`config.mk`:
```
export PLATFORM = sky130hd
export DESIGN_NAME = qpsk_framer
export DESIGN_NICKNAME = d
export VERILOG_FILES = /design/src/rtl/qpsk_framer.sv
export SDC_FILE = /design/constraint.sdc
export NUM_CORES = 1
export LEC_CHECK = 0
export ABC_CLOCK_PERIOD_IN_PS = 5150
export CORE_MARGIN = 8
export CORE_UTILIZATION = 55
export DETAILED_ROUTE_END_ITERATION = 12
export PLACE_DENSITY = 0.77
export SLEW_MARGIN = 20
export SYNTH_ARGS = -nofsm -noshare
export SYNTH_HDL_FRONTEND = slang
export SYNTH_SLANG_ARGS = --single-unit
```
`constraint.sdc`:
```
create_clock -name clk -period 5.15 [get_ports clk]
set_input_delay 0.515 -clock clk [delete_from_list [all_inputs] [get_ports clk]]
set_output_delay 0.515 -clock clk [all_outputs]
set_load 0.1 [all_outputs]
```
`src/rtl/qpsk_framer.sv`:
```
`default_nettype none
// ============================================================================
// Module   : qpsk_framer
// Function : Frames payload bytes as preamble/sync/len/payload dibits for the QPSK mapper.
// Revision : 1.0
// ============================================================================
module qpsk_framer #(
    parameter int                 PREAMBLE_SYMS = 16,
    parameter int                 SYNC_BITS     = 32,
    parameter logic [SYNC_BITS-1:0] SYNC_WORD   = 32'h1ACFFC1D
) (
    input  logic       clk,
    input  logic       rst,
    input  logic       i_start,
    input  logic [7:0] i_len,
    input  logic [7:0] i_data,
    input  logic       i_data_valid,
    output logic       o_data_ready,
    output logic       o_I,
    output logic       o_Q,
    output logic       o_valid,
    input  logic       i_mod_ready,
    output logic       o_busy,
    output logic       o_done
);

    localparam int SYNC_SYMS = SYNC_BITS / 2;
    localparam int CNT_MAX   = (PREAMBLE_SYMS > SYNC_SYMS) ? PREAMBLE_SYMS : SYNC_SYMS;
    localparam int CNT_W     = (CNT_MAX > 1) ? $clog2(CNT_MAX) : 1;
    localparam logic [CNT_W-1:0] PRE_LAST  = CNT_W'(PREAMBLE_SYMS - 1);
    localparam logic [CNT_W-1:0] SYNC_LAST = CNT_W'(SYNC_SYMS - 1);

    localparam logic [2:0] S_IDLE    = 3'd0;
    localparam logic [2:0] S_PRE     = 3'd1;
    localparam logic [2:0] S_SYNC    = 3'd2;
    localparam logic [2:0] S_LEN     = 3'd3;
    localparam logic [2:0] S_PAYLOAD = 3'd4;

    logic [2:0]           state;
    logic [2:0]           state_next;
    logic [CNT_W-1:0]     cnt;
    logic [SYNC_BITS-1:0] sync_sr;
    logic [7:0]           byte_sr;
    logic [7:0]           bytes_left;
    logic [1:0]           dib;
    logic                 have_byte;
    logic                 done_q;
    logic                 xfer;
    logic                 accept;
    logic                 last_sym;

    assign xfer     = o_valid & i_mod_ready;
    assign accept   = i_data_valid & o_data_ready;
    assign last_sym = xfer && (dib == 2'd3) && (bytes_left == 8'd0)
                      && ((state == S_LEN) || (state == S_PAYLOAD));
    assign o_busy   = (state != S_IDLE);
    assign o_done   = done_q;

    always_ff @(posedge clk) begin
        if (rst) begin
            state <= S_IDLE;
        end else begin
            state <= state_next;
        end
    end

    always_comb begin
        state_next = state;
        case (state)
            S_IDLE:    if (i_start) state_next = S_PRE;
            S_PRE:     if (xfer && (cnt == PRE_LAST)) state_next = S_SYNC;
            S_SYNC:    if (xfer && (cnt == SYNC_LAST)) state_next = S_LEN;
            S_LEN:     if (xfer && (dib == 2'd3))
                           state_next = (bytes_left == 8'd0) ? S_IDLE : S_PAYLOAD;
            S_PAYLOAD: if (last_sym) state_next = S_IDLE;
            default:   state_next = S_IDLE;
        endcase
    end

    // The symbol shown is derived from the current state's counter or shift register,
    // so it holds naturally until the mapper takes it.
    always_comb begin
        o_valid      = 1'b0;
        o_I          = 1'b0;
        o_Q          = 1'b0;
        o_data_ready = 1'b0;
        case (state)
            S_PRE: begin
                o_valid = 1'b1;
                o_I     = cnt[0];
                o_Q     = cnt[0];
            end
            S_SYNC: begin
                o_valid    = 1'b1;
                {o_I, o_Q} = sync_sr[SYNC_BITS-1 -: 2];
            end
            S_LEN: begin
                o_valid      = 1'b1;
                {o_I, o_Q}   = byte_sr[7:6];
                o_data_ready = (bytes_left != 8'd0) && i_mod_ready && (dib == 2'd3);
            end
            S_PAYLOAD: begin
                o_valid      = have_byte;
                {o_I, o_Q}   = byte_sr[7:6];
                o_data_ready = (bytes_left != 8'd0)
                               && (!have_byte || (i_mod_ready && (dib == 2'd3)));
            end
            default: ;
        endcase
    end

    always_ff @(posedge clk) begin
        if (rst) begin
            cnt        <= '0;
            sync_sr    <= '0;
            byte_sr    <= 8'd0;
            bytes_left <= 8'd0;
            dib        <= 2'd0;
            have_byte  <= 1'b0;
            done_q     <= 1'b0;
        end else begin
            done_q <= last_sym;
            case (state)
                S_IDLE: begin
                    if (i_start) begin
                        cnt        <= '0;
                        sync_sr    <= SYNC_WORD;
                        byte_sr    <= i_len;
                        bytes_left <= i_len;
                        dib        <= 2'd0;
                        have_byte  <= 1'b0;
                    end
                end
                S_PRE: begin
                    if (xfer) cnt <= (cnt == PRE_LAST) ? '0 : cnt + 1'b1;
                end
                S_SYNC: begin
                    if (xfer) begin
                        sync_sr <= sync_sr << 2;
                        cnt     <= (cnt == SYNC_LAST) ? '0 : cnt + 1'b1;
                    end
                end
                S_LEN, S_PAYLOAD: begin
                    if (xfer) begin
                        byte_sr <= byte_sr << 2;
                        dib     <= dib + 2'd1;
                        if (dib == 2'd3) have_byte <= 1'b0;
                    end
                    // A newly accepted byte overrides the shift; dib has wrapped to 0 by now.
                    if (accept) begin
                        byte_sr    <= i_data;
                        have_byte  <= 1'b1;
                        bytes_left <= bytes_left - 8'd1;
                        dib        <= 2'd0;
                    end
                end
                default: ;
            endcase
        end
    end

endmodule
`default_nettype wire

```
## Word-level counts from Yosys, hierarchy flattened

Cells that the tools add are included.

| cells by class | value |
|---|---|
| add/sub/neg operators | 3 |
| equality and inequality tests | 16 |
| mux-type cells | 33 |
| bitwise operators | 2 |
| reduce and logical (&&, ||, !) cells | 27 |

Operators with widths:

| kind | number |
|---|---|
| $mux W32 | 2 |
| $pmux W32 S2 | 1 |
| $mux W8 | 4 |
| $pmux W8 S2 | 2 |
| $mux W3 | 6 |
| $pmux W3 S5 | 1 |
| $mux W4 | 3 |
| $reduce_and A3 Y1 | 4 |
| $ne A2 B2 Y1 const B | 5 |
| $logic_and A1 B1 Y1 | 8 |
| $logic_not A8 Y1 | 1 |
| $pmux W4 S2 | 1 |
| $reduce_bool A8 Y1 | 1 |
| $sub A8 B1 Y8 const B | 1 |
| $eq A3 B2 Y1 const B | 2 |
| $mux W2 | 3 |
| $ne A2 B1 Y1 const B | 3 |
| $ne A3 B1 Y1 const B | 2 |
| $pmux W1 S2 | 3 |
| $pmux W1 S3 | 2 |
| $reduce_bool A2 Y1 | 3 |
| $reduce_and A5 Y1 | 1 |
| $add A4 B1 Y4 const B | 1 |
| $eq A4 B4 Y1 const B | 1 |
| other kinds (14) | 20 |

| storage, ports and cells | value |
|---|---|
| bits in registers | 59 |
| bits of input ports | 21 |
| output and inout port bits | 6 |
| word-level logic and storage cells | 89 |

## Logic depth before layout (Yosys ltp)

Gate-level depths: netlist of run 1.

| logic depth | value |
|---|---|
| word-level depth | 9 |
| mapped depth | 9 |
| gate-level depth less buffers | 7 |

## Worst setup path after synthesis of run 1

Ideal clock, no wire load.

| timing | value |
|---|---|
| kind | register to output |
| from | register state[0] |
| to | output port o_Q |
| arrival time | 3273 ps |
| required time | 4635 ps |
| slack | 1362 ps |
| stages on the path, launching flop included | 5 |
| path buffers | 2 |
| path through | dfxtp_1 > bufbuf_8 > buf_2 > mux2_2 > o21ai_0 |

| on the way | value |
|---|---|
| word-level cells in the longest chain between the ends | 3 |
| elaborated cells between the ends (all ways) | 6 |
| those cells by class | eq/ne (4); mux (1); reduce/logical (1) |

Ends and longest elaborated chain:

| what | RTL line | source |
|---|---|---|
| start, declared | 39 | `logic [2:0] state;` |
| start signal, assigned | 63 | `state <= state_next;` |
| $eq A3 B2 Y1 / $eq A3 B3 Y1 (equally long branches) | 87 | `case (state)` |
| $reduce_or A2 Y1 (no source line) | n/a |  |
| $pmux W1 S3 (*) | 87 |  |
| end, declared | 20 | `output logic o_Q,` |

Every way passes the cells marked *; elsewhere a longest branch is shown, timed or not.

## Worst setup path in the final report of run 1

| timing | value |
|---|---|
| from | register state[0] |
| to | output port o_I |

| on the way | value |
|---|---|
| word-level cells in the longest chain between the ends | 3 |
| elaborated cells between the ends (all ways) | 6 |
| those cells by class | eq/ne (4); mux (1); reduce/logical (1) |

Ends and longest elaborated chain:

| what | RTL line | source |
|---|---|---|
| $eq A3 B2 Y1 / $eq A3 B3 Y1 (equally long branches) | 87 |  |
| $reduce_or A2 Y1 (no source line) | n/a |  |
| $pmux W1 S3 (*) | 87 |  |
| end, declared | 19 | `output logic o_I,` |

Marked as above.

==> results of run 1 <==
## per-layer routing
layer,GRT usage,vias up,part of all wire,wire length [µm]
li1,-,1228,-,-
met1,0.228,1213,0.46,2970
met5,0,-,0,0
met3,0.0415,11,0.052,341
met2,0.278,86,0.47,3080
met4,0.0797,0,0.018,117
## registers in the layout (all words and copies together) (netlist names)
register	count
byte_sr	8
bytes_left	8
cnt	4
dib	2
have_byte	1
o_done	1
state	3
sync_sr	30
## cell usage in the layout, fill, tap and decap left out, drive strengths merged, types with 2 or more instances in the layout
cell type	n
nand4b	2
and3	3
a22oi	14
or4	3
clkdlybuf4s50	26
a41oi	4
clkinv	2
nor2	31
nand2	31
o21ai	12
a211o	2
a31oi	4
or3b	2
nand2b	2
nor2b	2
dfxtp	57
ha	3
a2111oi	3
inv	5
nand4	2
a311oi	4
a211oi	4
o221a	17
a21boi	4
o211ai	4
and2	3
clkbuf	13
nand3	15
nor3	10
mux2	2
nor3b	2
o31ai	10
a21oi	16
## power breakdown
| group | internal, mW | switching, mW | total, mW |
|---|---|---|---|
| combinational | 0.0526 | 0.0663 | 0.119 |
| clock | 0.277 | 0.177 | 0.454 |
| sequential | 0.463 | 0.0180 | 0.481 |
| total | 0.792 | 0.261 | 1.05 |
## worst paths after layout
kind / from / endpoint / depth (start not counted)
worst max-delay path: state[0] / o_I / 5
worst min-delay path: cnt[1] / cnt[1] / 2
worst max register to register: state[0] / bytes_left[0] / 5
worst min register to register: cnt[1] / cnt[1] / 2
## logic make-up after synthesis
group | Yosys count | share of synthesized area
adders and majority gates | 3 | 0.0134
and+or+nand+nor | 113 | 0.204
DFF | 57 | 0.407
buffers and inverters | 30 | 0.0576
AOI/OAI and AO/OA | 108 | 0.305
xor gates and xnor gates | 1 | 0.00313
muxes | 2 | 0.00938
## critical path, cell delays in order, from the launching register on
cell and delay [ns]:
dfxtp_1 0.83, nand3b_1 0.30, nand2_1 0.35, nand2_1 0.10
o21ai_0 0.08, clkdlybuf4s50_1 1.15
## per-stage QoR
step / util / hold WS, ns / total power, mW
floorplan: - / 0.447 / 0.572
global placement: 0.602 / 0.455 / 0.606
detailed placement: 0.602 / 0.466 / 0.607
CTS: 0.647 / 0.476 / 1.06
global route: 0.647 / 0.494 / 1.09
finish: 0.647 / 0.473 / 1.05
## layout make-up
| type | instances | share of cell area |
|---|---|---|
| inverters | 6 | 0.00694 |
| repair buffers | 27 | 0.0826 |
| multi-input cells | 227 | 0.462 |
| clock buffers | 13 | 0.0552 |
| flip-flops and latches | 57 | 0.352 |
| well taps | 70 | 0.0270 |
| clock inverters | 3 | 0.0143 |
==> results by group, run 1 <==
Run status
  – Outcome: finished clean

Detailed routing
  – DR iter-0 viols: 175
  – Detailed Route WL: 6510 µm
  – Final antenna-violating net count: 0
  – Routed WL per cell: 16.1 µm
  – Residual DRC count: 0
  – Router iterations before antenna repair: 8
  – Via Count: 2538
  – Vias per inst: 6.30

STA
  – Max Freq: 273 MHz
  – Final hold viol count: 0
  – Rel. slew slack: 0.342
  – Period Utilization, post-route: 0.711
  – Final Slew Violations: 0
  – Worst-Margin Slew: 0.984 ns
  – Unrepaired setup endpoints after global routing: false
  – Setup Skew: 0.00921 ns
  – Fin worst setup slack: 1.49 ns
  – Setup TNS: 0 ns
  – Clock period minus worst slack: 3.66 ns
  – Final Setup Violations: 0

Clock network
  – CTS Buf Count: 9
  – CTS Hold Bufs: 0
  – Post_cts resized: 0
  – Clock sink count: 57
  – Worst-path clk slew: 0.06 ns
  – CTS root buffer: clkbuf_8
  – H-tree Lvls: 3
  – TritonCTS clock tree: built
  – Maximum buffer depth of the clock tree: 2
  – # Post-CTS Setup Buffers: 0
  – Worst-Skew Late Latency: 0.34 ns

Placed design
  – Setup WS pre-CTS: 1.72 ns
  – DP Area: 3020 µm²
  – Detail Placement HPWL: 4310 µm
  – GP Congestion: 0.907
  – Placed insts: 387
  – IO buf count: 26

Logic synthesis
  – Commonest register cell after synthesis: dfxtp_1
  – Post-synth EDFFs: 0
  – Avg Cell Area, Syn: 8.92 µm²
  – Synth cell types: 62
  – Cells after Synth: 314
  – Synth top area cells: dfxtp_1, o221a_2, nand2_1
  – Synth cell count leaders: dfxtp_1, nand2_1, nor2_1, o221a_2
  – Post-synthesis sequential area ratio: 0.407
  – Area leader, netlist: dfxtp_1
  – Count leader, synth: dfxtp_1
  – Post-synthesis cell area: 2800 µm²
  – Yosys warns: 0
  – Yosys top cell area share: 0.407
  – Syn Nets: 338
  – FF+latch count, synth: 57
  – Post-synth ARST share: 0

GRT
  – Vias in the first global route: 2293
  – Total gr overflow: 0
  – Pin count of the biggest net entering global routing: 38
  – Initial antenna violation count: 0
  – GR Util All Layers: 0.179
  – First-pass GRT wire length: 10900 µm

Pwr
  – Pwr dens: 325 nW/µm²
  – Max IR drop VDD: 0.225 mV
  – Static leakage: 1.18 nW

Die
  – Row Count: 26
  – Initial Utilization: 0.559
  – Die ar.: 7630 µm²
  – Die Ht: 87.4 µm
  – Core ar.: 5010 µm²
  – I/O pins: 27
  – Chip Width: 87.4 µm

Layout
  – Finished Cell Area: 3240 µm²
  – Layout fillers: 456
  – # nets final: 352
  – Area grow syn2layout: 15.8%
  – Share of cells above drive strength 1: 0.144
  – Reg area: 1140 µm²
  – Final instance count without filler cells: 403
  – Footprint of the multi-input gates: 1500 µm²
  – # diodes: 0

Worst hold path
  – Worst min path class: reg -> reg

Critical path
  – WS Path Type: reg -> out
  – CP max FO: 24
  – Critical Path AT: 3.15 ns
  – Worst setup SP type: flip-flop
  – Crit. End Element: primary output
  – R2r setup slk: 2.62 ns
  – WP data required: 4.64 ns

Run
  – Number of max-cap violations: 0
Note: power is estimated with default switching activity, not from simulation.
==> run 2, diff against run 1 <==
ABC_CLOCK_PERIOD_IN_PS = 2940   (was 5150)
CORE_UTILIZATION = 51   (was 55)
PLACE_DENSITY = 0.75   (was 0.77)
clock period = 2.94 ns   (was 5.15 ns; I/O delays follow)
==> results by group, run 2 (same netlist as run 1, synthesis figures left out) <==
Die
  – I/O pins: 27 (unchanged)
  – Die ar.: 8120 µm² (+6.4%)
  – Initial Utilization: 0.518 (-0.0409)
  – Die Ht: 90.1 µm (+3.1%)
  – Core ar.: 5410 µm² (+7.9%)
  – Chip Width: 90.1 µm (+3.1%)
  – Row Count: 27 (+3.8%)

Layout
  – Largest registers: sync_sr: 30 flops, byte_sr: 8 flops, bytes_left: 8 flops
  – Most frequent cells in the layout: dfxtp_1, nand2_1, nor2_1
  – Area grow syn2layout: 16.1%
  – Max reg flops: 30 (unchanged)
  – Commonest non-fill, non-tap cell in the layout: dfxtp_1
  – # nets final: 354 (+0.57%)
  – Layout fillers: 509 (+12%)
  – Share of cells above drive strength 1: 0.164 (+0.0200)
  – # diodes: 0 (unchanged)
  – Register with the most flip-flops: sync_sr

STA
  – Unrepaired setup endpoints after global routing: false
  – Setup TNS: 0 ns (unchanged)
  – Fin worst setup slack: 0.252 ns (-1.23 ns)
  – Period Utilization, post-route: 0.914
  – Final hold viol count: 0 (unchanged)
  – Max Freq: 372 MHz
  – Rel. slew slack: 0.456 (+0.113)
  – Worst-Margin Slew: 0.815 ns (-0.168 ns)
  – Final Slew Violations: 0 (unchanged)
  – Final Setup Violations: 0 (unchanged)
  – Clock period minus worst slack: 2.69 ns
  – Setup Skew: 0.00835 ns (-0.000857 ns)

GRT
  – Pin count of the biggest net entering global routing: 37 (-2.6%)
  – Vias in the first global route: 2327 (+1.5%)
  – GR Util All Layers: 0.169 (-0.00991)
  – First-pass GRT wire length: 11300 µm (+3.5%)
  – Initial antenna violation count: 0 (unchanged)
  – Total gr overflow: 0 (unchanged)

Critical path
  – Crit. End Element: primary output
  – Worst path cell trace: nand3b_1 > nand2_1 > nand2_1 > o21ai_1 > buf_12
  – WP buf/inv: 1 (unchanged)
  – CP max FO: 24 (unchanged)
  – Critical Path AT: 2.39 ns (-0.76 ns)
  – Beginning of the critical path: state[1]
  – Top Family by Delay on Critical Path: flip-flops
  – Slowest-stage cell, CP: dfxtp_1
  – Slowest stage delay, CP: 0.85 ns (-0.30 ns)
  – R2r startpoint: state[1]
  – Crit-path most repeated cell: nand2_1
  – WP data required: 2.65 ns (-1.99 ns)
  – WS Path Type: reg -> out
  – Worst setup SP type: flip-flop

Detailed routing
  – Routed WL per cell: 16.6 µm (+2.7%)
  – Via Count: 2510 (-1.1%)
  – Final antenna-violating net count: 0 (unchanged)
  – Residual DRC count: 0 (unchanged)
  – Met2 Wirelength: 3190 µm (+3.6%)
  – Top sig layer: met4
  – Vias per inst: 6.17 (-2.1%)
  – DR iter-0 viols: 169 (-3.4%)
  – Router iterations before antenna repair: 4 (-4)
  – Detailed Route WL: 6750 µm (+3.7%)
  – Met3 wire len: 290 µm (-15%)
  – Met1 WL: 3110 µm (+4.8%)

Clock network
  – CTS Buf Count: 9 (unchanged)
  – CTS root buffer: clkbuf_8
  – Post_cts resized: 0 (unchanged)
  – Worst-Skew Late Latency: 0.35 ns (about the same)
  – Clock sink count: 57 (unchanged)
  – TritonCTS clock tree: built
  – Worst-path clk slew: 0.06 ns (about the same)
  – H-tree Lvls: 3 (unchanged)
  – CTS Hold Bufs: 0 (unchanged)
  – # Post-CTS Setup Buffers: 0 (unchanged)
  – Maximum buffer depth of the clock tree: 2 (unchanged)

Placed design
  – Detail Placement HPWL: 4510 µm (+4.8%)
  – IO buf count: 26 (unchanged)
  – Setup WS pre-CTS: 0.394 ns (-1.33 ns)
  – GP Congestion: 0.826 (-9.0%)

Pwr
  – Max IR drop VDD: 0.288 mV (+28%)
  – Pwr dens: 558 nW/µm² (+72%)
  – Total design power: 1.81 mW (+72%)
  – Static leakage: 1.19 nW (+1.6%)

Worst hold path
  – Hold Startpoint: dib[1]
  – Worst min path class: reg -> reg

Run status
  – Outcome: finished clean

Run
  – Number of max-cap violations: 0 (unchanged)
## run 2: cell types whose count changed in the layout (fill, tap and decap cells not counted)
cell,delta
clkbuf_1,+1
clkinv_2,+1
clkdlybuf4s50_1,-6
clkbuf_8,-2
o21ai_1,+2
o21ai_0,-2
buf_12,+2
buf_4,+6
## run 2: path summary, 6_finish.rpt
kind | end | cells past startpoint | slack [ns]
hold / removal | dib[1] | 2 | 0.48
setup reg to reg | bytes_left[0] | 5 | 0.39
hold reg to reg | dib[1] | 2 | 0.48
setup / recovery | o_I | 5 | 0.25
## run 2: cell type report
class	instances	area, µm²	area share
Clock buffer	12	155	0.0477
Sequential cell	57	1140	0.351
Inverter	6	22.5	0.00693
Timing Repair Buffer	29	293	0.0900
Multi-Input combinational cell	227	1500	0.461
Tap cell	72	90.1	0.0277
Clock inverter	4	51.3	0.0158
## run 2: worst register-to-register path: cells and delay by family (launching register included)
kind / cells / cell delay, ns
flops: 1 / 0.85
simple gates: 2 / 0.82
compound gates: 3 / 0.78
## run 2: metrics by stage
stage	cell area (µm²)	hold WS [ns]	cells	utilization
2_1_floorplan	2800	0.447	314	-
3_3_place_gp	3050	0.459	391	0.563
4_1_cts	3250	0.479	407	0.602
3_5_place_dp	3050	0.471	391	0.563
5_1_grt	3250	0.509	407	0.602
6_report	3250	0.480	407	0.602
## run 2: power by group
group	switching (mW)	total (mW)	internal [mW]	leakage, nW
Clock	0.323	0.760	0.437	0.103
Sequential	0.0296	0.840	0.810	0.468
Combinational	0.120	0.213	0.0934	0.625
## run 2: routing by layer
metal,vias up,global-route usage
met3,12,0.0382
met5,-,0
met2,53,0.254
met4,0,0.108
li1,1236,-
met1,1209,0.213
